[src/rtl/tdc_capture_ctrl.sv]
// -----------------------------------------------------------------------------
// tdc_capture_ctrl
//
// Sequences one capture+readout of an external TDC capture buffer:
//   IDLE  -> waits for start, latches the effective readout length
//   ARM   -> holds cap_en high for ARM_CYCLES cycles (rising edge = capture)
//   WAIT  -> waits CAP_CYCLES cycles so the buffer finishes its capture window
//   READ  -> walks rd_addr from 0 and streams samples out with valid/ready
//   FLUSH -> holds the final beat until the sink accepts it, then pulses done
// abort in any non-IDLE state returns to IDLE next cycle with an aborted pulse.
//
// Ports
//   clk        : single clock, rising edge
//   rst        : asynchronous, active-high reset
//   start      : request one capture+readout (sampled in IDLE only)
//   abort      : terminate current operation (ignored in IDLE)
//   cfg_len    : samples to read; 0 or > DEPTH means DEPTH
//   cap_en     : enable to the capture buffer
//   rd_addr    : read address to the capture buffer
//   rd_data    : buffer read data, combinational from rd_addr
//   out_data   : stream sample
//   out_valid  : stream valid
//   out_ready  : stream ready
//   out_last   : marks the final beat
//   busy       : high in any state other than IDLE
//   done       : one-cycle pulse on normal completion
//   aborted    : one-cycle pulse when abort takes effect
// -----------------------------------------------------------------------------
module tdc_capture_ctrl #(
   parameter int DEPTH      = 500,  // buffer depth, must fit the 9-bit address
   parameter int ARM_CYCLES = 2,
   parameter int CAP_CYCLES = 504
) (
   input  logic       clk,
   input  logic       rst,
   input  logic       start,
   input  logic       abort,
   input  logic [8:0] cfg_len,
   output logic       cap_en,
   output logic [8:0] rd_addr,
   input  logic [7:0] rd_data,
   output logic [7:0] out_data,
   output logic       out_valid,
   input  logic       out_ready,
   output logic       out_last,
   output logic       busy,
   output logic       done,
   output logic       aborted
);

   // ---------------------------------------------------------------------------
   // State encoding and derived constants
   // ---------------------------------------------------------------------------
   localparam logic [2:0] S_IDLE  = 3'd0;
   localparam logic [2:0] S_ARM   = 3'd1;
   localparam logic [2:0] S_WAIT  = 3'd2;
   localparam logic [2:0] S_READ  = 3'd3;
   localparam logic [2:0] S_FLUSH = 3'd4;

   // One shared counter serves ARM and WAIT; size it for the longer phase.
   localparam int CNT_MAX = (ARM_CYCLES > CAP_CYCLES) ? ARM_CYCLES : CAP_CYCLES;
   localparam int CNT_W   = $clog2(CNT_MAX + 1);

   localparam logic [CNT_W-1:0] ARM_LAST   = CNT_W'(ARM_CYCLES - 1);
   localparam logic [CNT_W-1:0] CAP_LAST   = CNT_W'(CAP_CYCLES - 1);
   localparam logic [8:0]       DEPTH_LEN  = 9'(DEPTH);
   localparam logic [8:0]       DEPTH_LAST = 9'(DEPTH - 1);

   // ---------------------------------------------------------------------------
   // Registered state
   // ---------------------------------------------------------------------------
   logic [2:0]       state;
   logic [CNT_W-1:0] cnt;
   logic [8:0]       last_addr;   // effective length - 1, latched on start

   // Next-state values
   logic [2:0]       state_n;
   logic [CNT_W-1:0] cnt_n;
   logic [8:0]       last_addr_n;
   logic [8:0]       rd_addr_n;
   logic [7:0]       out_data_n;
   logic             out_valid_n;
   logic             out_last_n;
   logic             cap_en_n;
   logic             done_n;
   logic             aborted_n;

   // Helpers
   logic [8:0]       eff_last;    // effective length - 1 from cfg_len
   logic             at_last;     // rd_addr points at the final sample
   logic             can_load;    // output register is free this cycle

   // ---------------------------------------------------------------------------
   // Effective length: zero or oversize requests read the whole buffer.
   // Storing length-1 lets the READ logic compare rd_addr directly.
   // ---------------------------------------------------------------------------
   always_comb begin
      if ((cfg_len == 9'd0) || (cfg_len > DEPTH_LEN)) begin
         eff_last = DEPTH_LAST;
      end else begin
         eff_last = cfg_len - 9'd1;
      end
   end

   assign at_last  = (rd_addr == last_addr);
   // The output register can take a new sample when it is empty or its
   // current beat is being accepted in this same cycle.
   assign can_load = !out_valid || out_ready;

   // ---------------------------------------------------------------------------
   // Next-state logic
   // ---------------------------------------------------------------------------
   always_comb begin
      // NOTE: every output of this block gets a default before the case so no
      // path leaves it unassigned; an unassigned path would infer a latch.
      state_n     = state;
      cnt_n       = cnt;
      last_addr_n = last_addr;
      rd_addr_n   = rd_addr;
      out_data_n  = out_data;
      out_valid_n = out_valid;
      out_last_n  = out_last;
      cap_en_n    = 1'b0;
      done_n      = 1'b0;
      aborted_n   = 1'b0;

      case (state)
         S_IDLE: begin
            // start together with abort is treated as no request at all
            if (start && !abort) begin
               state_n     = S_ARM;
               cnt_n       = '0;
               last_addr_n = eff_last;
               rd_addr_n   = 9'd0;
               cap_en_n    = 1'b1;
            end
         end

         S_ARM: begin
            // cap_en is registered, so it is raised on the IDLE->ARM edge and
            // kept up until the edge that leaves ARM: ARM_CYCLES cycles high.
            if (cnt == ARM_LAST) begin
               state_n = S_WAIT;
               cnt_n   = '0;
            end else begin
               cnt_n    = cnt + 1'b1;
               cap_en_n = 1'b1;
            end
         end

         S_WAIT: begin
            if (cnt == CAP_LAST) begin
               state_n   = S_READ;
               cnt_n     = '0;
               rd_addr_n = 9'd0;
            end else begin
               cnt_n = cnt + 1'b1;
            end
         end

         S_READ: begin
            if (can_load) begin
               out_data_n  = rd_data;
               out_valid_n = 1'b1;
               out_last_n  = at_last;
               // Stop the address at the final sample instead of stepping
               // past it; FLUSH then drains the last beat.
               if (at_last) begin
                  state_n = S_FLUSH;
               end else begin
                  rd_addr_n = rd_addr + 9'd1;
               end
            end
         end

         S_FLUSH: begin
            // out_valid is always 1 here; wait for the sink to take it.
            if (out_ready) begin
               state_n     = S_IDLE;
               out_valid_n = 1'b0;
               out_last_n  = 1'b0;
               done_n      = 1'b1;
            end
         end

         default: begin
            state_n     = S_IDLE;
            cnt_n       = '0;
            out_valid_n = 1'b0;
            out_last_n  = 1'b0;
         end
      endcase

      // Abort overrides every other transition, including FLUSH completion,
      // so done and aborted can never pulse together.
      if (abort && (state != S_IDLE)) begin
         state_n     = S_IDLE;
         cnt_n       = '0;
         rd_addr_n   = 9'd0;
         cap_en_n    = 1'b0;
         out_valid_n = 1'b0;
         out_last_n  = 1'b0;
         done_n      = 1'b0;
         aborted_n   = 1'b1;
      end
   end

   // ---------------------------------------------------------------------------
   // State registers
   // ---------------------------------------------------------------------------
   always_ff @(posedge clk or posedge rst) begin
      if (rst) begin
         state     <= S_IDLE;
         cnt       <= '0;
         last_addr <= 9'd0;
         rd_addr   <= 9'd0;
         out_data  <= 8'd0;
         out_valid <= 1'b0;
         out_last  <= 1'b0;
         cap_en    <= 1'b0;
         done      <= 1'b0;
         aborted   <= 1'b0;
      end else begin
         // NOTE: non-blocking assignments so every register samples the values
         // computed from the previous cycle, independent of statement order.
         state     <= state_n;
         cnt       <= cnt_n;
         last_addr <= last_addr_n;
         rd_addr   <= rd_addr_n;
         out_data  <= out_data_n;
         out_valid <= out_valid_n;
         out_last  <= out_last_n;
         cap_en    <= cap_en_n;
         done      <= done_n;
         aborted   <= aborted_n;
      end
   end

   // Decoded straight from the state register, so reset clears it at once.
   assign busy = (state != S_IDLE);

endmodule

[config.mk]
export PLATFORM = sky130hd
export DESIGN_NAME = tdc_capture_ctrl
export DESIGN_NICKNAME = d
export VERILOG_FILES = /design/src/rtl/tdc_capture_ctrl.sv
export SDC_FILE = /design/constraint.sdc
export NUM_CORES = 1
export LEC_CHECK = 0
export BUFFER_PORTS_ARGS = -buffer_cell sky130_fd_sc_hd__buf_2
export CELL_PAD_IN_SITES_DETAIL_PLACEMENT = 1
export CELL_PAD_IN_SITES_GLOBAL_PLACEMENT = 2
export CORE_ASPECT_RATIO = 1.5
export CORE_MARGIN = 1
export CORE_UTILIZATION = 31
export DETAILED_ROUTE_END_ITERATION = 8
export PLACE_DENSITY_LB_ADDON = 0.1
export SLEW_MARGIN = 30
export SYNTH_ARGS = -nofsm -noshare
export SYNTH_HDL_FRONTEND = slang
export SYNTH_SLANG_ARGS = --single-unit
[constraint.sdc]
create_clock -name clk -period 1.77 [get_ports clk]
set_input_delay 0.0885 -clock clk [delete_from_list [all_inputs] [get_ports clk]]
set_output_delay 0.0885 -clock clk [all_outputs]
set_load 0.02 [all_outputs]
==> results of run 1 <==
kinds of logic (layout without fill, tap and decap cells):
family | after synthesis | in the layout
DFF | 43 | 43
buffers and inverters | 26 | 112
xor gates and xnor gates | 16 | 16
and+or+nand+nor | 105 | 106
muxes | 10 | 10
AOI/OAI and AO/OA | 61 | 61
adders and majority gates | 5 | 5
per-stage QoR:
stage / TNS [ns] / instances / cell area (µm²)
after CTS: -1.34 / 452 / 3330
final: -1.24 / 455 / 3430
after detailed placement: -1.20 / 440 / 3100
after global placement: -0.332 / 440 / 3100
after floorplan: -0.481 / 266 / 2510
after global routing: -2.29 / 455 / 3430
critical path: cells and delay by family, from the launching register on:
family                   cells  cell delay, ns
AND/OR/NAND/NOR              2            0.71
adder cells (fa/ha/maj)      1            0.12
flip-flops                   1            0.39
AO/OA/AOI/OAI                3            0.50
buffers and inverters        1            0.09
registers in the layout, summed over array words and instances, names as in the netlist:
| name | count |
|---|---|
| cnt | 9 |
| last_addr | 9 |
| rd_addr | 9 |
| out_data | 8 |
| state | 3 |
| aborted | 1 |
| cap_en | 1 |
| done | 1 |
| out_last | 1 |
| out_valid | 1 |
timing repair:
item,CTS,global route
setup endpoints to repair,14,25
hold buffers,1,0
setup buffers,2,4
endpoints found under the hold margin,14,0
cloned,1,0
resized for setup,9,21
pin swaps,6,4
metal layers:
layer | vias up | wire length [µm]
li1 | 1135 | -
met1 | 1129 | 2890
met2 | 33 | 3690
met3 | 6 | 166
met4 | 0 | 83
met5 | - | 0
cell type report:
type	count	area, µm²	area share, %
Clock buffer	8	156	4.56
Inverter	14	52.6	1.53
Multi-Input combinational cell	198	1410	41.2
Sequential cell	43	1080	31.4
Tap cell	102	128	3.72
Timing Repair Buffer	90	603	17.6
cells in the mapped netlist (2+ instances only):
cell type / n
o22ai_1: 4
nor4_1: 3
and3_1: 5
a22o_1: 5
or4_1: 2
dfrtp_1: 43
a41oi_1: 2
nand2_1: 21
clkbuf_1: 7
xnor2_1: 6
nor2b_1: 3
inv_1: 14
a21oi_1: 12
nor3_1: 5
and2_1: 2
mux2_2: 9
o311ai_1: 2
nor3b_1: 4
nor2_1: 25
ha_1: 5
o21ai_0: 7
a31oi_1: 5
a41o_1: 3
buf_2: 3
nand4b_1: 2
o21ai_1: 5
a21o_1: 4
nand3_1: 14
and4b_1: 2
nand4_1: 7
xor2_1: 10
final timing paths:
path,from,to,depth (start not counted)
min in group asynchronous,rst,aborted,3
min,cfg_len[0],last_addr[0],2
min reg2reg,out_data[4],out_data[4],1
max,cnt[1],cnt[8],7
max reg2reg,cnt[1],cnt[8],7
max in group asynchronous,rst,rd_addr[1],4
power by group:
group,switching [W],internal [W]
Clock,0.000369,0.000601
Sequential,0.000179,0.00127
Combinational,0.00117,0.00109
==> results.yml, run 1 <==
floorplanning:
  die_width_um: 75.4
  die_area_um2: 8440
  io_pins: 45
  die_y_um: 112
  rows: 39
  initial_utilization_pct: 32.5
  core_area_um2: 7710
flow_run:
  max_cap_viol_count: 0
logic_synthesis:
  yosys_warnings: 0
  synth_top_family_by_area: "simple AND/OR/NAND/NOR gates"
  synth_area_leader_cell: "dfrtp_1"
  netlist_area_um2: 2500
  synth-edff-count: 0
  synth_mux_area_share_pct: 4.45
  yosys-top-cells-area: "dfrtp_1, mux2_2, nor2_1, xor2_1, nand2_1"
  synth_fp_nets: 293
  synthCells: 266
  synth_ff_type: "dfrtp_1"
  synthArstFlopShare_pct: 100
  synthXorXnorAreaFrac_pct: 5.60
  yosys.area.top_type_share_pct: 43.0
  yosys.area_share.simple_pct: 22.4
  syn_avg_cell_area_um2: 9.41
  synth_adder_area_share_pct: 2.50
  synth_seq_cells: 43
  synth_cell_types: 56
  synth_compound_area_share_pct: 17.3
  yosysSeqAreaShare_pct: 43.0
global_route:
  antenna_found_initial: 0
  grt_busiest_layer: "met2"
  grt_usage_pct: 17.8
  grt_pass1_wl_mm: 11.4
  met2_usage_pct: 30.9
  first_global_vias: 2378
  gr-usage-met1_pct: 21.6
  met3_usage_pct: 3.23
  grt_max_degree: 30
  grt_overflow_total: 0
setup_path:
  worstPathRequired_ns: 1.95
  critPathLaunchType: "flop"
  r2r_slack_ns: -0.15
  worstSetupPathType: "flop to flop"
  critPathMaxStageDelay_ns: 0.48
  critPathSlowestCell: "or4b_4"
  cp.arrival_ns: 2.10
  crit_chain: "inv_2 > ha_4 > or4b_4 > o2111ai_4 > and2_4 > o21ai_1 > a22o_1"
  worstSetupEndpointType: "flop"
  crit_path_max_fanout: 5
routing:
  drt_iter0_markers: 83
  drt_first_pass_iters: 3
  vias: 2303
  routedWlPerCell_um: 15.0
  routed_wl_mm: 6.83
  ant_nets: 0
  vias_per_cell: 5.06
  route.detailed.drc: 0
clocking:
  clk_latency_ns: 0.29
  cts_made_buffers: 5
  clockBufferDepth: 2
  cts_num_sinks: 43
  ctsHtreeMaxLevel: 2
  clk_transition_reported_paths_ns: 0.06
  cts_root_buf: "clkbuf_16"
  cts_tree: "yes"
layout:
  n_antenna_cell: 0
  syn2layout_area_growth_pct: 37.1
  mostFrequentLayoutCells: "buf_2, dfrtp_1, buf_4, nor2_1, nand2_1"
  layout_commonest_cell: "buf_2"
  drive_gt1_share_pct: 38.2
  final_nets: 379
  fillers: 919
  final_util_pct: 44.5
timing:
  fin_skew_ns: 0.00758
  hold-worst-slack_ns: 0.0245
  fin_crit_ns: 1.92
  maxSlewHeadroom_pct: 58.3
  max_freq_mhz: 521
  worst_slack_ns: -0.151
  setup_viol_count_final: 11
  final_hold_viol_count: 0
  fin_crit_sh_pct: 109
  tightestPinTransition_ns: 0.622
  drv_slew: 0
  rsz0062_at_grt: "yes"
place:
  pre_cts_ws_ns: -0.170
  place_hpwl_mm: 5.15
  gp_congestion: 0.763
  io_buffers: 44
power:
  powerDensity_nw_per_um2: 1360
  ir_drop_uv: 454
  power.leakage_nw: 1.62
  total_power_w: 0.00468
run_status:
  violations: "setup timing"
  outcome: "complete, but fails checks"
hold_path:
  hold_path.class: "input port to flop"
No activity file was read; power rests on OpenSTA's default activity.
==> inputs of run 2 (changes only) <==
Settings changed: CAP_MARGIN from default to 40, SKIP_LAST_GASP from default to 1.
==> run 2 against run 1 <==
  * The flow still finishes with violations (setup timing)
  * Critical path depth unchanged
  * Wire length fell by 0.23%
  * Sequential power about the same
  * Fmax about the same
  * First-iteration DRC count is 25% lower
  * Non-clock buffer count is the same
  * Sequential cell count did not move
  * Final area decreased by 0.36%
  * Combinational power hardly changed
  * Die area stayed put
  * Utilization decreased by 0.16 points
  * Via count decreased by 0.13%
==> results.yml, run 2 (synthesis results as in run 1) <==
timing:
  final_hold_viol_count: 0
  tightestPinTransition_ns: 0.621
  fin_crit_ns: 1.92
  rsz0062_at_grt: "yes"
  max_freq_mhz: 521
  setup_viol_count_final: 11
  drv_slew: 0
  worst_slack_ns: -0.151
  maxSlewHeadroom_pct: 58.3
  fin_skew_ns: 0.00758
  fin_crit_sh_pct: 109
floorplanning:
  rows: 39
  io_pins: 45
  die_width_um: 75.4
  die_y_um: 112
  die_area_um2: 8440
  initial_utilization_pct: 32.5
  core_area_um2: 7710
routing:
  route.detailed.drc: 0
  vias: 2300
  routedWlPerCell_um: 15.0
  vias_per_cell: 5.05
  drt_iter0_markers: 62
  drt_first_pass_iters: 4
  ant_nets: 0
  routed_wl_mm: 6.82
layout:
  drive_gt1_share_pct: 37.4
  final_nets: 379
  n_antenna_cell: 0
  layout_commonest_cell: "buf_2"
  mostFrequentLayoutCells: "buf_2, dfrtp_1, buf_4, nor2_1, nand2_1"
  top_regs: "cnt (9), last_addr (9), rd_addr (9)"
  syn2layout_area_growth_pct: 36.6
  fin_area_um2: 3420
global_route:
  first_global_vias: 2378
  grt_pass1_wl_mm: 11.4
  grt_overflow_total: 0
  antenna_found_initial: 0
  grt_usage_pct: 17.8
  grt_max_degree: 30
setup_path:
  reg2reg_from: "cnt[1]"
  critPathSlowestCell: "or4b_4"
  r2r_cells: 7
  critPathMaxStageDelay_ns: 0.48
  worstSetupPathType: "flop to flop"
  r2r_end: "cnt[8]"
  worstPathRequired_ns: 1.95
  worstSetupEndpointType: "flop"
  crit_chain: "inv_2 > ha_4 > or4b_4 > o2111ai_4 > and2_4 > o21ai_1 > a22o_1"
  crit_path_max_fanout: 5
  cp.arrival_ns: 2.10
  critPathLaunchType: "flop"
  r2r_slack_ns: -0.15
hold_path:
  holdPathStages: 2
  min_to: "last_addr[0]"
  hp-start: "cfg_len[0]"
  hold_path.class: "input port to flop"
run_status:
  outcome: "complete, but fails checks"
  violations: "setup timing"
clocking:
  cts_root_buf: "clkbuf_16"
  cts_num_sinks: 43
  clk_transition_reported_paths_ns: 0.06
  cts_made_buffers: 5
  cts_tree: "yes"
  clockBufferDepth: 2
  ctsHtreeMaxLevel: 2
  clk_latency_ns: 0.29
power:
  ir_drop_uv: 454
  power.leakage_nw: 1.62
  powerDensity_nw_per_um2: 1370
  total_power_w: 0.00467
place:
  place_hpwl_mm: 5.15
  io_buffers: 44
  gp_congestion: 0.763
  dpl_cell_area_um2: 3100
flow_run:
  max_cap_viol_count: 0
-- run 2: worst max-delay path by stage --
stage	startpoint	endpoint	slack, ns	cells after the start
after CTS	cnt[1]	cnt[8]	-0.14	7
after global routing	cnt[1]	cnt[4]	-0.22	7
final	cnt[1]	cnt[8]	-0.15	7
after detailed placement	cnt[1]	cnt[4]	-0.17	7
after floorplan	cnt[1]	cnt[4]	-0.12	8
after global placement	cnt[1]	cnt[4]	-0.09	7
-- run 2: repair_timing --
item	4_1_cts	5_1_grt
endpoints found under the setup margin	14	25
cloned	1	0
pin swaps	6	3
endpoints found under the hold margin	14	0
setup buffers	2	4
hold buffers	1	0
gates resized for setup	9	18
-- run 2: area by class of cell --
cell class                      instances  area, µm²
Fill cell                             920       4290
Multi-Input combinational cell        198       1400
Sequential cell                        43       1080
Timing Repair Buffer                   90        603
Clock buffer                            8        156
Tap cell                              102        128
Inverter                               14       52.6
-- run 2: per-layer routing --
layer,wire [µm],vias up,GRT usage [%]
met5,0,-,0
met4,83,0,5.93
met3,166,6,3.23
met2,3680,33,30.9
met1,2890,1125,21.6
li1,-,1136,-
-- run 2: report_power, final --
part           internal, W  switching (W)  leakage (nW)  total [W]
clock             0.000601       0.000370        0.0772   0.000971
combinational      0.00109        0.00116         0.992    0.00225
sequential         0.00127       0.000179         0.548    0.00145
-- run 2: through the flow --
step | util (%) | hold slack (ns) | instances | TNS, ns | setup slack [ns]
finish | 44.3 | 0.0248 | 455 | -1.24 | -0.151
global route | 44.3 | 0.0351 | 455 | -2.32 | -0.215
floorplan | - | 0.173 | 266 | -0.481 | -0.123
CTS | 43.2 | 0.0153 | 452 | -1.34 | -0.143
detailed placement | 40.2 | 0.133 | 440 | -1.20 | -0.170
global placement | 40.2 | 0.112 | 440 | -0.332 | -0.0895
-- run 2: critical path, delay by kind of cell (launching register included) --
kind	cells	cell delay, ns
and+or+nand+nor	2	0.71
adders and majority gates	1	0.12
buffers and inverters	1	0.09
DFF	1	0.39
AOI/OAI and AO/OA	3	0.50
